===== src/rtl/day10_machine_scheduler_pkg.sv =====
// Day 10 machine scheduler: shared widths and sequencer state encoding.
// Width defaults match the day 10 reader and button-press solver.
package day10_machine_scheduler_pkg;

  localparam int DEF_MAX_NUM_BUTTONS = 13;
  localparam int DEF_MAX_NUM_LIGHTS  = 10;
  localparam int DEF_PRESS_W  = $clog2(DEF_MAX_NUM_BUTTONS + 1);
  localparam int DEF_LIGHTS_W = $clog2(DEF_MAX_NUM_LIGHTS + 1);
  localparam int DEF_SUM_W    = 32;
  localparam int DEF_CNT_W    = 16;

  typedef enum logic [2:0] {
    IDLE,
    KICK_READ,
    WAIT_READ,
    KICK_SOLVE,
    WAIT_SOLVE,
    ACCUM,
    DONE
  } sched_state_t;

endpackage


===== src/rtl/day10_machine_scheduler_if.sv =====
// Day 10 machine scheduler: control, reader, solver and result bundle.
// master = scheduler side, slave = reader/solver/consumer side.
interface day10_machine_scheduler_if #(
  parameter int LIGHTS_W = 4,
  parameter int PRESS_W  = 4,
  parameter int SUM_W    = 32,
  parameter int CNT_W    = 16
);

  logic                start;
  logic                reader_start;
  logic                reader_ready;
  logic                end_of_input;
  logic [LIGHTS_W-1:0] num_lights;
  logic                solver_start;
  logic                solver_done;
  logic [PRESS_W-1:0]  solver_presses;
  logic                solver_unsolvable;
  logic                busy;
  logic                result_valid;
  logic                result_ready;
  logic [SUM_W-1:0]    result;
  logic [CNT_W-1:0]    machine_count;
  logic [CNT_W-1:0]    unsolvable_count;
  logic                overflow;

  modport master (
    input  start,
    output reader_start,
    input  reader_ready,
    input  end_of_input,
    input  num_lights,
    output solver_start,
    input  solver_done,
    input  solver_presses,
    input  solver_unsolvable,
    output busy,
    output result_valid,
    input  result_ready,
    output result,
    output machine_count,
    output unsolvable_count,
    output overflow
  );

  modport slave (
    output start,
    input  reader_start,
    output reader_ready,
    output end_of_input,
    output num_lights,
    input  solver_start,
    output solver_done,
    output solver_presses,
    output solver_unsolvable,
    input  busy,
    input  result_valid,
    output result_ready,
    input  result,
    input  machine_count,
    input  unsolvable_count,
    input  overflow
  );

endinterface


===== src/rtl/day10_machine_scheduler_sat_accumulator.sv =====
// Saturating accumulator: clamps at all-ones on carry-out and
// raises a sticky overflow flag until the next clear.
module day10_machine_scheduler_sat_accumulator #(
  parameter int W = 32
) (
  input  logic         clk,
  input  logic         rst_n,
  input  logic         i_clr,
  input  logic         i_add_en,
  input  logic [W-1:0] i_add_val,
  output logic [W-1:0] o_sum,
  output logic         o_overflow
);

  logic [W-1:0] r_sum;
  logic         r_ovf;
  logic [W:0]   w_ext;

  assign w_ext = {1'b0, r_sum} + {1'b0, i_add_val};

  always_ff @(posedge clk) begin
    if (!rst_n || i_clr) begin
      r_sum <= '0;
      r_ovf <= 1'b0;
    end else if (i_add_en) begin
      if (w_ext[W]) begin
        r_sum <= '1;
        r_ovf <= 1'b1;
      end else begin
        r_sum <= w_ext[W-1:0];
      end
    end
  end

  assign o_sum      = r_sum;
  assign o_overflow = r_ovf;

endmodule


===== src/rtl/day10_machine_scheduler.sv =====
// Day 10 top sequencer: reads each machine, runs the solver on it,
// and accumulates minimum press counts into a held result.
module day10_machine_scheduler
  import day10_machine_scheduler_pkg::*;
#(
  parameter int PRESS_W  = DEF_PRESS_W,
  parameter int LIGHTS_W = DEF_LIGHTS_W,
  parameter int SUM_W    = DEF_SUM_W,
  parameter int CNT_W    = DEF_CNT_W
) (
  input logic clk,
  input logic rst_n,
  day10_machine_scheduler_if.master bus
);

  sched_state_t r_state;
  sched_state_t w_next;

  logic [PRESS_W-1:0] r_presses;
  logic               r_unsolv;
  logic [CNT_W-1:0]   r_mcount;
  logic [CNT_W-1:0]   r_ucount;

  logic             w_clr;
  logic             w_accum;
  logic             w_no_lights;
  logic             w_rd_hit;
  logic             w_sv_hit;
  logic [SUM_W-1:0] w_add;
  logic [SUM_W-1:0] w_sum;
  logic             w_ovf;

  assign w_clr       = (r_state == IDLE) && bus.start;
  assign w_accum     = (r_state == ACCUM);
  assign w_no_lights = (bus.num_lights == LIGHTS_W'(0));
  assign w_rd_hit    = (r_state == WAIT_READ) && bus.reader_ready;
  assign w_sv_hit    = (r_state == WAIT_SOLVE) && bus.solver_done;
  assign w_add       = r_unsolv ? '0 : SUM_W'(r_presses);

  always_ff @(posedge clk) begin
    if (!rst_n) begin
      r_state <= IDLE;
    end else begin
      r_state <= w_next;
    end
  end

  always_comb begin
    w_next = r_state;
    unique case (r_state)
      IDLE:       if (bus.start) w_next = KICK_READ;
      KICK_READ:  w_next = WAIT_READ;
      WAIT_READ: begin
        if (bus.reader_ready) begin
          w_next = w_no_lights ? ACCUM : KICK_SOLVE;
        end
      end
      KICK_SOLVE: w_next = WAIT_SOLVE;
      WAIT_SOLVE: if (bus.solver_done) w_next = ACCUM;
      ACCUM:      w_next = bus.end_of_input ? DONE : KICK_READ;
      DONE:       if (bus.result_ready) w_next = IDLE;
      default:    w_next = IDLE;
    endcase
  end

  // A light-less machine is trivially solved with zero presses.
  always_ff @(posedge clk) begin
    if (!rst_n) begin
      r_presses <= '0;
      r_unsolv  <= 1'b0;
      r_mcount  <= '0;
      r_ucount  <= '0;
    end else begin
      if (w_clr) begin
        r_mcount <= '0;
        r_ucount <= '0;
      end
      if (w_rd_hit && w_no_lights) begin
        r_presses <= '0;
        r_unsolv  <= 1'b0;
      end
      if (w_sv_hit) begin
        r_presses <= bus.solver_presses;
        r_unsolv  <= bus.solver_unsolvable;
      end
      if (w_accum) begin
        if (r_mcount != '1) r_mcount <= r_mcount + 1'b1;
        if (r_unsolv && (r_ucount != '1)) r_ucount <= r_ucount + 1'b1;
      end
    end
  end

  day10_machine_scheduler_sat_accumulator #(
    .W(SUM_W)
  ) u_acc (
    .clk        (clk),
    .rst_n      (rst_n),
    .i_clr      (w_clr),
    .i_add_en   (w_accum),
    .i_add_val  (w_add),
    .o_sum      (w_sum),
    .o_overflow (w_ovf)
  );

  // Gating with rst_n keeps pulses quiet in the reset cycle itself.
  assign bus.reader_start = rst_n && (r_state == KICK_READ);
  assign bus.solver_start = rst_n && (r_state == KICK_SOLVE);
  assign bus.busy         = rst_n && (r_state != IDLE) && (r_state != DONE);
  assign bus.result_valid = rst_n && (r_state == DONE);

  assign bus.result           = w_sum;
  assign bus.machine_count    = r_mcount;
  assign bus.unsolvable_count = r_ucount;
  assign bus.overflow         = w_ovf;

endmodule

===== src/flat_wrapper.sv =====
// flat-port wrapper written by rule: the top's interface ports become plain ports
module day10_machine_scheduler_flat import day10_machine_scheduler_pkg::*;
#(
  parameter int PRESS_W  = DEF_PRESS_W,
  parameter int LIGHTS_W = DEF_LIGHTS_W,
  parameter int SUM_W    = DEF_SUM_W,
  parameter int CNT_W    = DEF_CNT_W
)
  (clk, rst_n, bus_start, bus_reader_start, bus_reader_ready, bus_end_of_input, bus_num_lights, bus_solver_start, bus_solver_done, bus_solver_presses, bus_solver_unsolvable, bus_busy, bus_result_valid, bus_result_ready, bus_result, bus_machine_count, bus_unsolvable_count, bus_overflow);
  day10_machine_scheduler_if #(.LIGHTS_W(LIGHTS_W), .PRESS_W(PRESS_W), .SUM_W(SUM_W), .CNT_W(CNT_W)) bus_i ();
  input logic clk;
  input logic rst_n;
  input wire logic [$bits(bus_i.start)-1:0] bus_start;
  output wire logic [$bits(bus_i.reader_start)-1:0] bus_reader_start;
  input wire logic [$bits(bus_i.reader_ready)-1:0] bus_reader_ready;
  input wire logic [$bits(bus_i.end_of_input)-1:0] bus_end_of_input;
  input wire logic [$bits(bus_i.num_lights)-1:0] bus_num_lights;
  output wire logic [$bits(bus_i.solver_start)-1:0] bus_solver_start;
  input wire logic [$bits(bus_i.solver_done)-1:0] bus_solver_done;
  input wire logic [$bits(bus_i.solver_presses)-1:0] bus_solver_presses;
  input wire logic [$bits(bus_i.solver_unsolvable)-1:0] bus_solver_unsolvable;
  output wire logic [$bits(bus_i.busy)-1:0] bus_busy;
  output wire logic [$bits(bus_i.result_valid)-1:0] bus_result_valid;
  input wire logic [$bits(bus_i.result_ready)-1:0] bus_result_ready;
  output wire logic [$bits(bus_i.result)-1:0] bus_result;
  output wire logic [$bits(bus_i.machine_count)-1:0] bus_machine_count;
  output wire logic [$bits(bus_i.unsolvable_count)-1:0] bus_unsolvable_count;
  output wire logic [$bits(bus_i.overflow)-1:0] bus_overflow;
  assign bus_i.start = bus_start;
  assign bus_reader_start = bus_i.reader_start;
  assign bus_i.reader_ready = bus_reader_ready;
  assign bus_i.end_of_input = bus_end_of_input;
  assign bus_i.num_lights = bus_num_lights;
  assign bus_solver_start = bus_i.solver_start;
  assign bus_i.solver_done = bus_solver_done;
  assign bus_i.solver_presses = bus_solver_presses;
  assign bus_i.solver_unsolvable = bus_solver_unsolvable;
  assign bus_busy = bus_i.busy;
  assign bus_result_valid = bus_i.result_valid;
  assign bus_i.result_ready = bus_result_ready;
  assign bus_result = bus_i.result;
  assign bus_machine_count = bus_i.machine_count;
  assign bus_unsolvable_count = bus_i.unsolvable_count;
  assign bus_overflow = bus_i.overflow;
  day10_machine_scheduler #(.PRESS_W(PRESS_W), .LIGHTS_W(LIGHTS_W), .SUM_W(SUM_W), .CNT_W(CNT_W)) u_core (.clk(clk), .rst_n(rst_n), .bus(bus_i));
endmodule

===== config.mk =====
export PLATFORM = sky130hd
export DESIGN_NAME = day10_machine_scheduler_flat
export DESIGN_NICKNAME = d
export VERILOG_FILES = /design/src/rtl/day10_machine_scheduler_pkg.sv /design/src/rtl/day10_machine_scheduler_if.sv /design/src/rtl/day10_machine_scheduler_sat_accumulator.sv /design/src/rtl/day10_machine_scheduler.sv /design/src/flat_wrapper.sv
export SDC_FILE = /design/constraint.sdc
export NUM_CORES = 1
export LEC_CHECK = 0
export CORE_UTILIZATION = 51
export DETAILED_ROUTE_END_ITERATION = 6
export MAX_ROUTING_LAYER = met4
export PLACE_DENSITY = 0.81
export SYNTH_ARGS = -nofsm -noshare
export SYNTH_HDL_FRONTEND = slang
export SYNTH_SLANG_ARGS = --single-unit

===== constraint.sdc =====
create_clock -name clk -period 3 [get_ports clk]
set_input_delay 0.9 -clock clk [delete_from_list [all_inputs] [get_ports clk]]
set_output_delay 0.9 -clock clk [all_outputs]
set_load 0.02 [all_outputs]

# ---- After elaboration in Yosys (flattened, before gate mapping)
# Cells that the tools add are included.
dict set report op_classes {
  bitwise_logic 0
  mul 0
  add_sub_neg 3
  eq_ne 13
  n_div 0
  mux 19
  n_lt_le_gt_ge 0
  n_reduce_logical 18
  n_shift 0
}
# op count
set op_table {}
lappend op_table {{two-way mux 16 bit} 6}
lappend op_table {{adder 32 x 32 -> 33 bit} 1}
lappend op_table {{adder 16 x 1 -> 16 bit, second input constant} 2}
lappend op_table {{two-way mux 32 bit} 1}
lappend op_table {{inequality test 16 bit, second input constant} 2}
lappend op_table {{one-hot mux 3 bit (7 select lines)} 1}
lappend op_table {{two-way mux 3 bit} 6}
lappend op_table {{two-way mux 4 bit} 3}
lappend op_table {{logical AND 1 bit} 10}
lappend op_table {{== test 3 bit, second input constant} 3}
lappend op_table {{inequality test 2 bit, second input constant} 4}
lappend op_table {{== test 3 x 2 -> 1 bit, second input constant} 2}
lappend op_table {{logical NOT 4 bit} 1}
lappend op_table {{AND reduction 4 bit} 1}
lappend op_table {{== test 3 x 1 -> 1 bit, second input constant} 1}
lappend op_table {{logical NOT 3 bit} 1}
lappend op_table {{inequality test 3 bit, second input constant} 1}
lappend op_table {{nonzero test 3 bit} 1}
lappend op_table {{two-way mux 1 bit} 2}
lappend op_table {{AND reduction 2 bit} 1}
lappend op_table {{nonzero test 2 bit} 1}
lappend op_table {{logical NOT 1 bit} 1}
lappend op_table {{logical OR 1 bit} 1}
dict set report word_totals {
  wordCells 60
  output_inout_bits 69
  mem_count 0
  ram_bits 0
  input_bits 16
  register_bits 73
  romBits 0
  latch_bits 0
}

# ---- Logic depth before layout (Yosys ltp)
dict set report logic_depth {
  word_depth 5
  ltp_mapped 9
  ltp_nobuf 8
}

# ---- Modules after synthesis
# Synthesis repeated with hierarchy kept, for this count alone.
dict set report hier_totals {
  hier_cells 660
  area_unflattened_um2 5113.7
}
# mod seq_area_each_um2 cells_each n_inst area_per_inst_um2
set by_module_without_submodules {}
lappend by_module_without_submodules {day10_machine_scheduler_sat_accumulator 660.6 376 1 2879.0}
lappend by_module_without_submodules {day10_machine_scheduler 800.8 284 1 2234.6}

# ---- Worst setup path after synthesis
# No wires, ideal clock.
dict set report synth_timing {
  path_kind {input-to-output}
  startpoint {input port rst_n}
  endpoint {output port bus_solver_start}
  cell_stages 3
  path_slack_ns 0.316
  arrival_time_ns 1.784
  n_path_buf 1
  t_required_ns 2.100
  cell_sequence {clkbuf_1 > nand2_1 > nor3b_1}
}
dict set report synth_between {
  elab_chain_cells 1
}
# item line_no
set synth_lines {}
lappend synth_lines {{start, declared} flat_wrapper.sv:12} ;# input logic rst_n;
lappend synth_lines {{logical AND 1 bit} day10_machine_scheduler.sv:107} ;# assign bus.solver_start = rst_n && (r_state == KICK_SOLVE);
lappend synth_lines {{end, declared} flat_wrapper.sv:18} ;# output wire logic [$bits(bus_i.solver_start)-1:0] bus_solver_start;
# Every way passes these cells.

# ---- Final worst setup path
# Ends and elaborated chain as after synthesis.

==> summary.md <==
| Metric | Value |
|---|---|
| Leak | 1.81 nW |
| Post-DR wirelength/cell | 15.4 um |
| Tcrit/Tclk final | 86.7% |
| Ant. Diodes | 0 |
| Share of layout cells above drive strength 1 | 7.08% |
| DR vias | 3,897 |
| Cells taking the most area after synthesis | dfxtp_1, xnor2_1, a21oi_1 |
| Slew Limit Headroom | 60.0% |
| Core Footprint | 0.00725 sq mm |
| Top-count cell post-synth | dfxtp_1 |
| Rows | 31 |
| #FFs+latches synth | 73 |
| List of most frequent post-synthesis cells | dfxtp_1, a21oi_1, nand2_1, nand3_1, nor2_1 |
| Setup Skew | 9.90 ps |
| CP Max Fanout | 4 |
| Initial Util | 52.5% |
| Number of enable flip-flop cells after synthesis | 0 |
| Gr usage total | 27.1% |
| CTS clk-pin slew, worst paths | 70 ps |
| ANT nets after route | 0 |
| Largest net degree at the start of global routing | 27 |
| CP max stage cell | clkdlybuf4s15_2 |
| Synth Warn # | 0 |
| Initial antenna violation count | 0 |
| Horiz. Die Dim | 88.4 um |
| RSZ-0062 raised after global routing | false |
| CP cell instances | dlymetal6s2s_1 > nand2_1 > nor3b_1 > clkdlybuf4s15_2 |
| Yosys top cell by area | dfxtp_1 |
| GPL Wtd Cong | 0.927 |
| Max Cap Viol | 0 |
| Clk sink count | 73 |
| Number of I/O pins | 85 |
| Total grt overflow | 0 |
| Prevailing post-synth register cell | dfxtp_1 |
| Hold WS | 495 ps |
| Mean Syn Cell Area | 8.32 sq um |
| Post-synthesis cell area | 0.00381 sq mm |
| Total Die Area | 0.00782 sq mm |
| Min Tclk post-route | 2600 ps |
| Final hold vios | 0 |
| Async S/R FF share, synth | 0% |
| Hold buffer count at cts | 0 |
| Sequential fraction of the synthesis area | 38.4% |
| CTS root buffer | clkbuf_8 |
| Router iterations before antenna repair | 7 |
| Final setup fails | 0 |
| # fillers | 611 |
| Worst-margin pin slew | 595 ps |
| Tightest Hold Check Type | reg -> reg |
| Post-Syn Instances | 458 |
| Setup TNS | 0 ps |
| Post-CTS setup buffers | 0 |
| HPWL Detailed | 7.04 mm |
| Cts bufs inserted | 9 |
| CTS tree | done |
| Longest Clk Path Bufs | 2 |
| First-pass GRT wire length | 16.1 mm |
| CP Class | in -> out |
| Syn nets | 481 |
| Arr. time, crit path | 1700 ps |
| Critical Path RT | 2100 ps |
| Outcome | completed |
| Clk_lat worst skew | 350 ps |
| Height of the die | 88.4 um |
| Distinct cells, synth | 52 |
| I/O Buffers | 84 |
| Achievable Freq | 0.384 GHz |
| Power Density | 432 mW/mm^2 |
| Maximum VDD drop | 0.269 mV |
| Peak per-stage delay on the critical path | 290 ps |
| Final Slew Violations | 0 |
| Worst setup EP type | output port |
| DR iter-0 viols | 207 |
| Startpoint types | input port |
| DRC viols | 0 |
| Top-area cell type share of the netlist area | 38.4% |
| H-tree levels | 3 |
| Nets | 569 |
| Area growth from synthesis to layout | 32.7% |
| Vias/cell | 6.00 |
| Detailed Route WL | 10.0 mm |
| Number of global-route vias before repair | 3,479 |
cell type report:
type                    instances  area (sq um)  area share [%]
multi-input cells             359          2250            44.5
flip-flops and latches         73          1460            28.9
repair buffers                 98           958            19.0
clock buffers                  11           141            2.80
well taps                      99           124            2.45
clock inverters                 5           103            2.03
inverters                       5          18.8           0.371
through the flow:
step | area [sq um] | utilization (%) | std cells | total power [mW] | worst slack, ps
2_1_floorplan | 3810 | - | 458 | 1.16 | 316
3_3_place_gp | 4810 | 66.3 | 634 | 1.25 | -301
3_5_place_dp | 4810 | 66.3 | 634 | 1.26 | -308
4_1_cts | 5050 | 69.7 | 650 | 2.19 | 14.1
5_1_grt | 5050 | 69.7 | 650 | 2.25 | 288
6_report | 5050 | 69.7 | 650 | 2.19 | 398
sequential cells by signal (all words and copies together), names as in the netlist:
signal                       flops
u_core.u_acc.o_sum              32
u_core.bus.machine_count        16
u_core.bus.unsolvable_count     16
u_core.r_presses                 4
u_core.r_state                   3
u_core.r_unsolv                  1
u_core.u_acc.o_overflow          1
worst max-delay path: cells and delay by family:
family | cells | cell delay, ps
buffers and inverters | 2 | 500
and+or+nand+nor | 2 | 300
power breakdown:
part | internal, mW | switching, mW
clock network | 0.574 | 0.377
logic | 0.0972 | 0.144
registers | 0.979 | 0.0152
total | 1.65 | 0.536
worst paths after layout:
| path | to | slack, ps | start | cells past startpoint |
|---|---|---|---|---|
| setup / recovery | bus_solver_start | 400 | rst_n | 4 |
| hold reg to reg | u_core.r_presses[0]$_SDFFE_PN0P_ | 490 | u_core.r_presses[0]$_SDFFE_PN0P_ | 2 |
| hold / removal | u_core.r_presses[0]$_SDFFE_PN0P_ | 490 | u_core.r_presses[0]$_SDFFE_PN0P_ | 2 |
| setup reg to reg | u_core.u_acc.o_sum[31]$_SDFFE_PP0N_ | 500 | u_core.u_acc.o_sum[5]$_SDFFE_PP0N_ | 5 |
cell usage in the layout (no fill, tap or decap), types with 4 or more instances in the layout:
cell type,n
a211o_1,6
a21o_1,7
a21oi_1,38
a22oi_1,6
a31oi_1,4
and3_1,15
and4_1,9
buf_4,13
clkbuf_8,10
clkdlybuf4s50_1,79
dfxtp_1,73
ha_1,6
inv_1,4
mux2i_1,6
nand2_1,33
nand2b_1,8
nand3_1,33
nand4_1,15
nor2_1,33
nor2b_1,11
nor3_1,22
nor4_1,12
o211ai_1,4
o21a_1,4
o21ai_0,15
o221a_2,4
or4_1,5
xnor2_1,23
xor2_1,5
metal layers:
layer / vias to the layer above / wire length (um) / track usage (%)
met5: - / 0 / -
met4: 0 / 170 / 10.4
met3: 15 / 548 / 4.57
met2: 120 / 4720 / 41.3
met1: 1872 / 4590 / 35.8
li1: 1890 / - / -
cell families (layout without fill, tap and decap cells):
kind of cell               after synthesis  count (layout)  synth area share, %
buffers and inverters                   26             119                 2.63
xor gates and xnor gates                28              28                 6.44
muxes                                    6               6                 1.58
and+or+nand+nor                        211             211                 30.0
adders and majority gates                7               7                 2.50
DFF                                     73              73                 38.4
AOI/OAI and AO/OA                      107             107                 18.5
what timing repair did:
item	CTS	global route
endpoints found under the hold margin	0	0
gates resized for setup	7	1
setup endpoints to repair	4	3
pin swaps	0	0
Power figures use the tool's default switching activity.
